[src/rtl/plic_pkg.sv]
// Shared constants for the PLIC target-side blocks: default sizes, ID width helper,
// claim FSM encoding and the reserved "no interrupt" ID.
package plic_pkg;

    localparam int NUM_SRC_DEFAULT = 8;
    localparam int PRIO_W_DEFAULT  = 3;
    localparam int ID_NONE         = 0;

    localparam logic [0:0] ST_IDLE = 1'b0;
    localparam logic [0:0] ST_RESP = 1'b1;

    // IDs run 0..num_src, with 0 reserved for "none".
    function automatic int id_width(input int num_src);
        return $clog2(num_src + 1);
    endfunction

endpackage

[src/rtl/plic_max_prio.sv]
// Combinational max-priority finder over an eligible mask.
// When several sources share the top priority, the lowest ID wins.
module plic_max_prio
    import plic_pkg::*;
#(
    parameter int NUM_SRC = NUM_SRC_DEFAULT,
    parameter int PRIO_W  = PRIO_W_DEFAULT,
    parameter int ID_W    = id_width(NUM_SRC_DEFAULT)
) (
    input  logic [NUM_SRC-1:0]        eligible,
    input  logic [NUM_SRC*PRIO_W-1:0] prio,
    output logic [ID_W-1:0]           best_id,
    output logic [PRIO_W-1:0]         best_prio
);

    // Ascending scan with a strict compare keeps the first (lowest) ID on ties.
    // Eligible sources always have prio >= 1, so starting from 0 is safe.
    always_comb begin
        best_id   = '0;
        best_prio = '0;
        for (int i = 0; i < NUM_SRC; i++) begin
            if (eligible[i] && (prio[i*PRIO_W +: PRIO_W] > best_prio)) begin
                best_id   = ID_W'(i + 1);
                best_prio = prio[i*PRIO_W +: PRIO_W];
            end
        end
    end

endmodule

[src/rtl/plic_target_claim.sv]
// Hart-facing PLIC context: selects the winning source, drives eip, and
// serves claim reads and complete writes against an in-service mask.
module plic_target_claim
    import plic_pkg::*;
#(
    parameter int NUM_SRC = NUM_SRC_DEFAULT,
    parameter int PRIO_W  = PRIO_W_DEFAULT,
    parameter int ID_W    = id_width(NUM_SRC)
) (
    input  logic                      clk,
    input  logic                      rst_n,
    input  logic [NUM_SRC-1:0]        ip,
    input  logic [NUM_SRC-1:0]        ie,
    input  logic [NUM_SRC*PRIO_W-1:0] prio,
    input  logic [PRIO_W-1:0]         threshold,
    input  logic                      claim_req,
    output logic                      claim_valid,
    output logic [ID_W-1:0]           claim_id,
    output logic [NUM_SRC-1:0]        claim,
    input  logic                      complete_req,
    input  logic [ID_W-1:0]           complete_id,
    output logic [NUM_SRC-1:0]        gw_complete,
    output logic                      eip
);

    // Strobe semantics: claim_req and complete_req are single-cycle strobes with no
    // backpressure. A claim accepted in IDLE is answered by exactly one claim_valid
    // cycle (RESP); a claim_req arriving during RESP is dropped.

    logic [0:0]         state;
    logic [ID_W-1:0]    resp_id;
    logic [ID_W-1:0]    best_id_c;
    logic [ID_W-1:0]    best_id_q;
    logic [PRIO_W-1:0]  best_prio_c;
    logic [PRIO_W-1:0]  best_prio_q;
    logic [NUM_SRC-1:0] in_service;
    logic [NUM_SRC-1:0] in_service_next;
    logic [NUM_SRC-1:0] eligible;
    logic [NUM_SRC-1:0] complete_hit;
    logic [NUM_SRC-1:0] claim_set;
    logic               claim_take;
    logic               complete_ok;

    always_comb begin
        eligible = '0;
        for (int i = 0; i < NUM_SRC; i++) begin
            eligible[i] = ip[i] && ie[i] && !in_service[i]
                          && (prio[i*PRIO_W +: PRIO_W] > threshold);
        end
    end

    plic_max_prio #(
        .NUM_SRC (NUM_SRC),
        .PRIO_W  (PRIO_W),
        .ID_W    (ID_W)
    ) u_max_prio (
        .eligible  (eligible),
        .prio      (prio),
        .best_id   (best_id_c),
        .best_prio (best_prio_c)
    );

    assign claim_take  = claim_req && (state == ST_IDLE);
    assign complete_ok = complete_req && (complete_id != ID_W'(ID_NONE))
                         && (complete_id <= ID_W'(NUM_SRC));

    // Completion clears before the claim sets, so both may land in one cycle.
    always_comb begin
        complete_hit = '0;
        claim_set    = '0;
        claim        = '0;
        for (int i = 0; i < NUM_SRC; i++) begin
            complete_hit[i] = complete_ok && (complete_id == ID_W'(i + 1)) && in_service[i];
            claim_set[i]    = claim_take && (best_id_q == ID_W'(i + 1));
            claim[i]        = (state == ST_RESP) && (resp_id == ID_W'(i + 1));
        end
        in_service_next = (in_service & ~complete_hit) | claim_set;
    end

    always_ff @(posedge clk or negedge rst_n) begin
        if (!rst_n) begin
            state       <= ST_IDLE;
            resp_id     <= '0;
            best_id_q   <= '0;
            best_prio_q <= '0;
            in_service  <= '0;
            gw_complete <= '0;
        end else begin
            best_id_q   <= best_id_c;
            best_prio_q <= best_prio_c;
            in_service  <= in_service_next;
            gw_complete <= complete_hit;
            if (state == ST_IDLE) begin
                if (claim_req) begin
                    state   <= ST_RESP;
                    resp_id <= best_id_q;
                end
            end else begin
                state <= ST_IDLE;
            end
        end
    end

    assign claim_valid = (state == ST_RESP);
    assign claim_id    = resp_id;
    // A real winner always carries nonzero priority, so the terms agree.
    assign eip         = (best_id_q != ID_W'(ID_NONE)) && (best_prio_q != '0);

endmodule

[config.mk]
export PLATFORM = sky130hd
export DESIGN_NAME = plic_target_claim
export DESIGN_NICKNAME = d
export VERILOG_FILES = /design/src/rtl/plic_pkg.sv /design/src/rtl/plic_max_prio.sv /design/src/rtl/plic_target_claim.sv
export SDC_FILE = /design/constraint.sdc
export NUM_CORES = 1
export LEC_CHECK = 0
export CAP_MARGIN = 10
export CORE_MARGIN = 2
export CORE_UTILIZATION = 40
export DETAILED_ROUTE_END_ITERATION = 8
export HOLD_SLACK_MARGIN = 0.08
export PLACE_DENSITY = 0.68
export REMOVE_ABC_BUFFERS = 1
export SLEW_MARGIN = 10
export SYNTH_ARGS = -nofsm -noshare
export SYNTH_HDL_FRONTEND = slang
export SYNTH_SLANG_ARGS = --single-unit
[constraint.sdc]
create_clock -name clk -period 18.9 [get_ports clk]
set_input_delay 3.78 -clock clk [delete_from_list [all_inputs] [get_ports clk]]
set_output_delay 3.78 -clock clk [all_outputs]
set_load 0.1 [all_outputs]
# After elaboration in Yosys (flattened, before gate mapping)
# Cells that the tools add are included.
[totals]
regBits = 28
inputBits = 51
output_inout_bits = 22
wordCells = 149
[op_classes]
magnitude_cmp = 17
eq_ne = 24
n_mux = 18
n_bitwise = 4
reduce_logical = 80
[ops]
columns = ["cell", "count"]
rows = [
  ["logical AND 1 bit", 68],
  ["equality test 4 x 3 -> 1 bit (second input constant)", 12],
  ["greater-than comparator 3 bit", 15],
  ["two-way mux 3 bit", 12],
  ["equality test 4 x 2 -> 1 bit (second input constant)", 6],
  ["equality test 4 x 1 -> 1 bit (second input constant)", 3],
  ["equality test 4 bit (second input constant)", 3],
  ["bitwise AND 8 bit", 1],
  ["logical NOT 1 bit", 8],
  ["NOT 8 bit", 1],
  ["bitwise OR 8 bit", 1],
  ["nonzero test 4 bit", 2],
  ["less-or-equal comparator 4 bit (second input constant)", 1],
  ["two-way mux 2 bit", 2],
  ["two-way mux 4 bit", 1],
  ["greater-than comparator 3 x 1 -> 1 bit (second input constant)", 1],
  ["two-way mux 1 bit", 3],
  ["nonzero test 3 bit", 1],
  ["AND reduction 2 bit", 1],
  ["NOT 1 bit", 1],
]

# Depth between registers and ports, before layout
[depth]
ltp_word = 26
depth_mapped = 53

# By module
# Synthesis repeated with hierarchy kept, for this count alone.
[hier_totals]
cells_unflattened = 328
hier_area_um2 = 2740.1
[by_module_without_submodules]
columns = ["mod", "instances", "cells_each", "area_per_inst_um2"]
rows = [
  ["plic_target_claim", 1, 179, 1714.1],
  ["plic_max_prio", 1, 149, 1026.0],
]

# Worst setup path before layout
# OpenSTA, ideal clock, no wires.
[synth_timing]
path_kind = "input to register"
from = "input port threshold[2]"
to = "register best_prio_q[0]"
setup_time_ns = 0.125
arrival_ns = 14.062
required_ns = 18.775
path_slack_ns = 4.713
path_stages = 48
n_path_buf = 2
path_cell_list = "inv_1 > ha_1 > a311oi_1 > and2_1 > nand2_1 > ha_1 > nand3b_1 > a22o_1 > o2111ai_1 > and2_1 > ha_1 > nand3_1 > nand4b_1 > or2_0 > buf_2 > a21o_1 > ha_1 > a21oi_1 > [... 12 more ...] > mux2_2 > ha_1 > a2111oi_0 > a22o_1 > o21ai_0 > o211ai_1 > mux2_4 > ha_1 > a21oi_1 > inv_1 > a2111oi_4 > nor2_2 > mux2_4 > ha_1 > nand3_1 > nand4_1 > nor4_1 > mux2_2"
[synth_between]
elab_chain_len = 25
[synth_lines]
columns = ["item", "line", "text"]
rows = [
  ["start: declaration", "plic_target_claim.sv:15", "input logic [PRIO_W-1:0] threshold,"],
  ["greater-than comparator 3 bit", "plic_target_claim.sv:48", "&& (prio[i*PRIO_W +: PRIO_W] > threshold);"],
  ["logical AND 1 bit", "plic_target_claim.sv:48", ""],
  ["logical AND 1 bit", "plic_max_prio.sv:22", "if (eligible[i] && (prio[i*PRIO_W +: PRIO_W] > best_prio)) begin"],
  ["two-way mux 3 bit", "plic_max_prio.sv:22", ""],
  ["greater-than comparator 3 bit", "plic_max_prio.sv:22", ""],
  ["logical AND 1 bit", "plic_max_prio.sv:22", ""],
  ["two-way mux 3 bit", "plic_max_prio.sv:22", ""],
  ["greater-than comparator 3 bit", "plic_max_prio.sv:22", ""],
  ["[... 10 more ...]", "--", ""],
  ["two-way mux 3 bit", "plic_max_prio.sv:22", ""],
  ["greater-than comparator 3 bit", "plic_max_prio.sv:22", ""],
  ["logical AND 1 bit", "plic_max_prio.sv:22", ""],
  ["two-way mux 3 bit", "plic_max_prio.sv:22", ""],
  ["greater-than comparator 3 bit", "plic_max_prio.sv:22", ""],
  ["logical AND 1 bit", "plic_max_prio.sv:22", ""],
  ["two-way mux 3 bit *", "plic_max_prio.sv:22", ""],
  ["net best_prio_c[0]", "plic_target_claim.sv:34", "logic [PRIO_W-1:0] best_prio_c;"],
  ["end signal: assignment", "plic_target_claim.sv:90", "best_prio_q <= best_prio_c;"],
  ["end: declaration", "plic_target_claim.sv:35", "logic [PRIO_W-1:0] best_prio_q;"],
]
# Mark *: on every way through the listed nets, which the timed path passes. The rest lies on a longest branch.
# A chain may end at the register's enable or synchronous reset.

# Final worst setup path
[layout_timing]
from = "input port threshold[1]"
to = "register best_prio_q[0]"
# The elaborated chain is that of the path after synthesis.

==> impl_metrics.py <==
metrics = {
    "power_and_ir_drop": {
        "internal-power_w": 0.0001578,
        "worst_ir_drop_vdd_mv": 0.02627,
        "total_switching_power_w": 0.0001244,
        "share_comb_of_total_power_pct": 51.9,
        "clock_power_share_pct": 16.4,
        "seq_power_share_pct": 31.6,
        "power-per-cell-area_nw_per_um2": 79.33,
        "static-leakage-power_nw": 1.609,
        "netSwitchingFraction_pct": 44.08,
    },
    "sta": {
        "relSlewSlack_pct": 20.48,
        "fin_ws_ns": 2.980,
        "tightest_slew_ns": 1.182,
        "setup_total_negative_slack_ns": 0,
        "finalClockSkew_ns": 0.005361,
        "max_freq_mhz": 62.81,
        "finalCritPeriodShare_pct": 84.23,
        "maxSlewViolCount": 0,
        "fin_crit_ns": 15.92,
        "worst_hold_slack_ns": 0.5010,
        "hold_viol": 0,
        "final_setup_violations": 0,
        "setup_repair_after_global_routing_missed_its_margin": "no",
    },
    "floorplan": {
        "fp.dieH_um": 85.72,
        "initial_core_util_pct": 41.59,
        "row_count": 29,
        "floorplan.core_area_sq_um": 6422,
        "ios": 73,
        "die_area_sq_um": 7348,
        "die_width_um": 85.72,
    },
    "worst_setup_path": {
        "worst-path-max-fanout": 12,
        "critical_path.startpoint_type": "input port",
        "path_buf_inv": 5,
        "timing.critical_path.required_ns": 19.07,
        "critical_path_start": "threshold[1]",
        "crit_path_end_kind": "flip-flop",
        "reg2reg_from": "in_service[0]",
        "timing.critical_path.slowest_stage_cell": "nor4_1",
        "worst_path_dominant_cell_family": "compound AO/OA/AOI/OAI gates",
        "timing_worst_setup_path_type": "input port to flip-flop",
        "worst-endpoint-arrival_ns": 16.09,
        "critPathMostFrequentCell": "ha_1",
        "slowest_delay_ns": 0.99,
    },
    "yosys": {
        "synth-xor-area-share_pct": 0,
        "largest_family_of_logic_cells_by_synthesized_area": "simple AND/OR/NAND/NOR gates",
        "synth_register_bits": 28,
        "muxShareOfSynthArea_pct": 4.262,
        "synthesis.yosys.warnings": 0,
        "synthAdderAreaFrac_pct": 19.20,
        "synth_area_per_cell_sq_um": 8.480,
        "synth_compound_gate_area_share_pct": 21.22,
        "synth_simple_gate_area_share_pct": 23.93,
        "synth.yosys.seq_area_share_pct": 26.23,
        "netlist-cell-type-count": 51,
        "async_reset_ff_share_pct": 100.0,
        "postSynthCellCount": 315,
        "synth-edff-count": 0,
        "postSynth.topFlopCell": "dfrtp_1",
        "synth.cell_area_sq_um": 2671,
    },
    "clocking": {
        "worst_skew_pair.late_latency_ns": 0.27,
        "cts_repair_resize_count": 0,
        "clkTransAtPathRegs_ns": 0.09,
        "clock_sink_count": 28,
        "clockRootBuffer": "clkbuf_8",
        "cts-buffers-inserted": 3,
        "tritoncts": "built",
        "clock_tree.buffer_depth": 2,
        "cts_setup_buffers": 0,
        "holdBufCountCts": 0,
        "cts_max_level": 1,
    },
    "place": {
        "post-place-ws_ns": 2.817,
        "port_buffers": 72,
        "gp_routability_congestion": 0.9275,
        "numPlacedInstances": 463,
        "detailedPlacementHpwl_um": 5715,
    },
    "route": {
        "drt_pre_antenna_iters": 7,
        "vias_after_detailed_routing": 2600,
        "detail_route.wirelength_um": 6955,
        "drt-vias-per-instance": 5.567,
        "detailedRoute.firstIterationViolations": 119,
        "average_wire_length_per_cell_after_detail_routing_um": 14.89,
        "antenna_left": 0,
        "total_drc_errors_in_the_routed_layout": 13,
    },
    "final_layout": {
        "multiInputGateArea_sq_um": 1833,
        "layout.cells.most_common_list": "clkdlybuf4s50_1, ha_1, inv_1",
        "final-seq-area_sq_um": 700.7,
        "diodes": 0,
        "fillCellCount": 587,
        "final_cell_count_no_fill": 467,
        "fraction_of_layout_cells_with_a_size_suffix_above_1_pct": 4.359,
        "final_util_pct": 55.39,
        "layout.cells.most_common": "clkdlybuf4s50_1",
        "areaGrowthSynthToFinish_pct": 33.16,
        "finalNetCount": 483,
    },
    "global_routing": {
        "grt_pass1_wl_um": 11600,
        "gr_overflow_total": 0,
        "grt_pass1_vias": 2495,
        "grtUsageTotal_pct": 19.43,
        "grt_max_degree": 29,
        "grt_antenna_before_repair": 0,
    },
    "min_path": {
        "min_from": "in_service[2]",
        "holdCritPathClass": "flip-flop to flip-flop",
    },
    "job": {
        "timing.max_cap.violations": 0,
    },
    "outcome": {
        "status": "complete, but fails checks",
        "failed_checks": "DRC",
    },
}
final timing paths:
check	slack, ns	endpoint	depth (start not counted)
hold reg to reg	0.50	in_service[2]	1
hold / removal	0.50	in_service[2]	1
setup / recovery	2.98	best_prio_q[0]	48
setup reg to reg	7.25	best_prio_q[0]	45
min in group asynchronous	3.87	claim_id[2]	2
max in group asynchronous	14.78	in_service[5]	2
final cells by class:
type | count | area share [%]
repair buffers | 73 | 20.47
inverters | 34 | 3.588
clock buffers | 3 | 1.161
clock inverters | 1 | 0.8442
multi-input cells | 251 | 51.53
flip-flops and latches | 28 | 19.70
well taps | 77 | 2.708
layer usage:
| layer | GRT usage, % | vias up | wire length (um) |
|---|---|---|---|
| met5 | 0 | - | 0 |
| met4 | 4.762 | 0 | 56 |
| li1 | - | 1320 | - |
| met3 | 1.444 | 6 | 507 |
| met1 | 26.96 | 1178 | 3260 |
| met2 | 32.95 | 96 | 3131 |
metrics by stage:
stage                power, W  instance area (sq um)
floorplan           0.0001906                   2661
global placement    0.0002341                   3486
detailed placement  0.0002365                   3486
CTS                 0.0002832                   3557
global route        0.0003019                   3557
finish              0.0002822                   3557
worst reg2reg max path: cells and delay by family, from the launching register on:
kind	cells	cell delay, ns
and+or+nand+nor	15	3.58
buffers and inverters	3	0.21
adders and majority gates	7	1.94
AOI/OAI and AO/OA	14	3.58
muxes	6	1.83
DFF	1	0.40
logic make-up (layout without fill, tap and decap cells):
group           count (synthesis)  count (layout)
mux                            10              10
simple gates                  124             124
buf+inv                        36             111
flops                          28              28
fa+ha+maj                      41              41
compound gates                 76              76
sequential cells by signal, summed over array words and instances (netlist names):
| name | cells |
|---|---|
| best_prio_q | 3 |
| in_service | 8 |
| gw_complete | 8 |
| best_id_q | 4 |
| claim_id | 4 |
| claim_valid | 1 |
Yosys cell counts (2+ instances only):
cell type  number  area, sq um
nor3b_1         2        15.01
a21o_1          6        45.04
nand4_1         3        18.77
nand2_1        31        116.4
ha_1           41        513.0
mux2_2          3        33.78
o21ai_0        10        50.05
buf_2           2        10.01
o211ai_1        3        22.52
and2_1          3        18.77
nor3_1         11        55.05
a211o_1         2        17.52
and3_1          9        56.30
nor2b_1         5        31.28
nor2_1         19        71.32
a21oi_1        20        100.1
nand3b_1        7        52.55
dfrtp_1        28        700.7
nand2b_1        4        25.02
inv_1          34        127.6
nand3_1        17        85.08
a311oi_1        3        26.28
mux2_4          2        30.03
nand4b_1        3        26.28
nor4_1          5        31.28
mux2i_1         5        50.05
o2111ai_1       3        26.28
a211oi_1        4        30.03
a22o_1          8        70.07
power by group through the flow:
stage	Combinational [W]	Sequential [W]	Clock, W
2_1_floorplan	0.0000852	0.000105	0
3_3_place_gp	0.000144	0.0000902	0
3_5_place_dp	0.000146	0.0000906	0
4_1_cts	0.000147	0.0000893	0.0000471
5_1_grt	0.000161	0.0000917	0.0000495
6_report	0.000147	0.0000893	0.0000464
No activity file was read; power rests on OpenSTA's default activity.
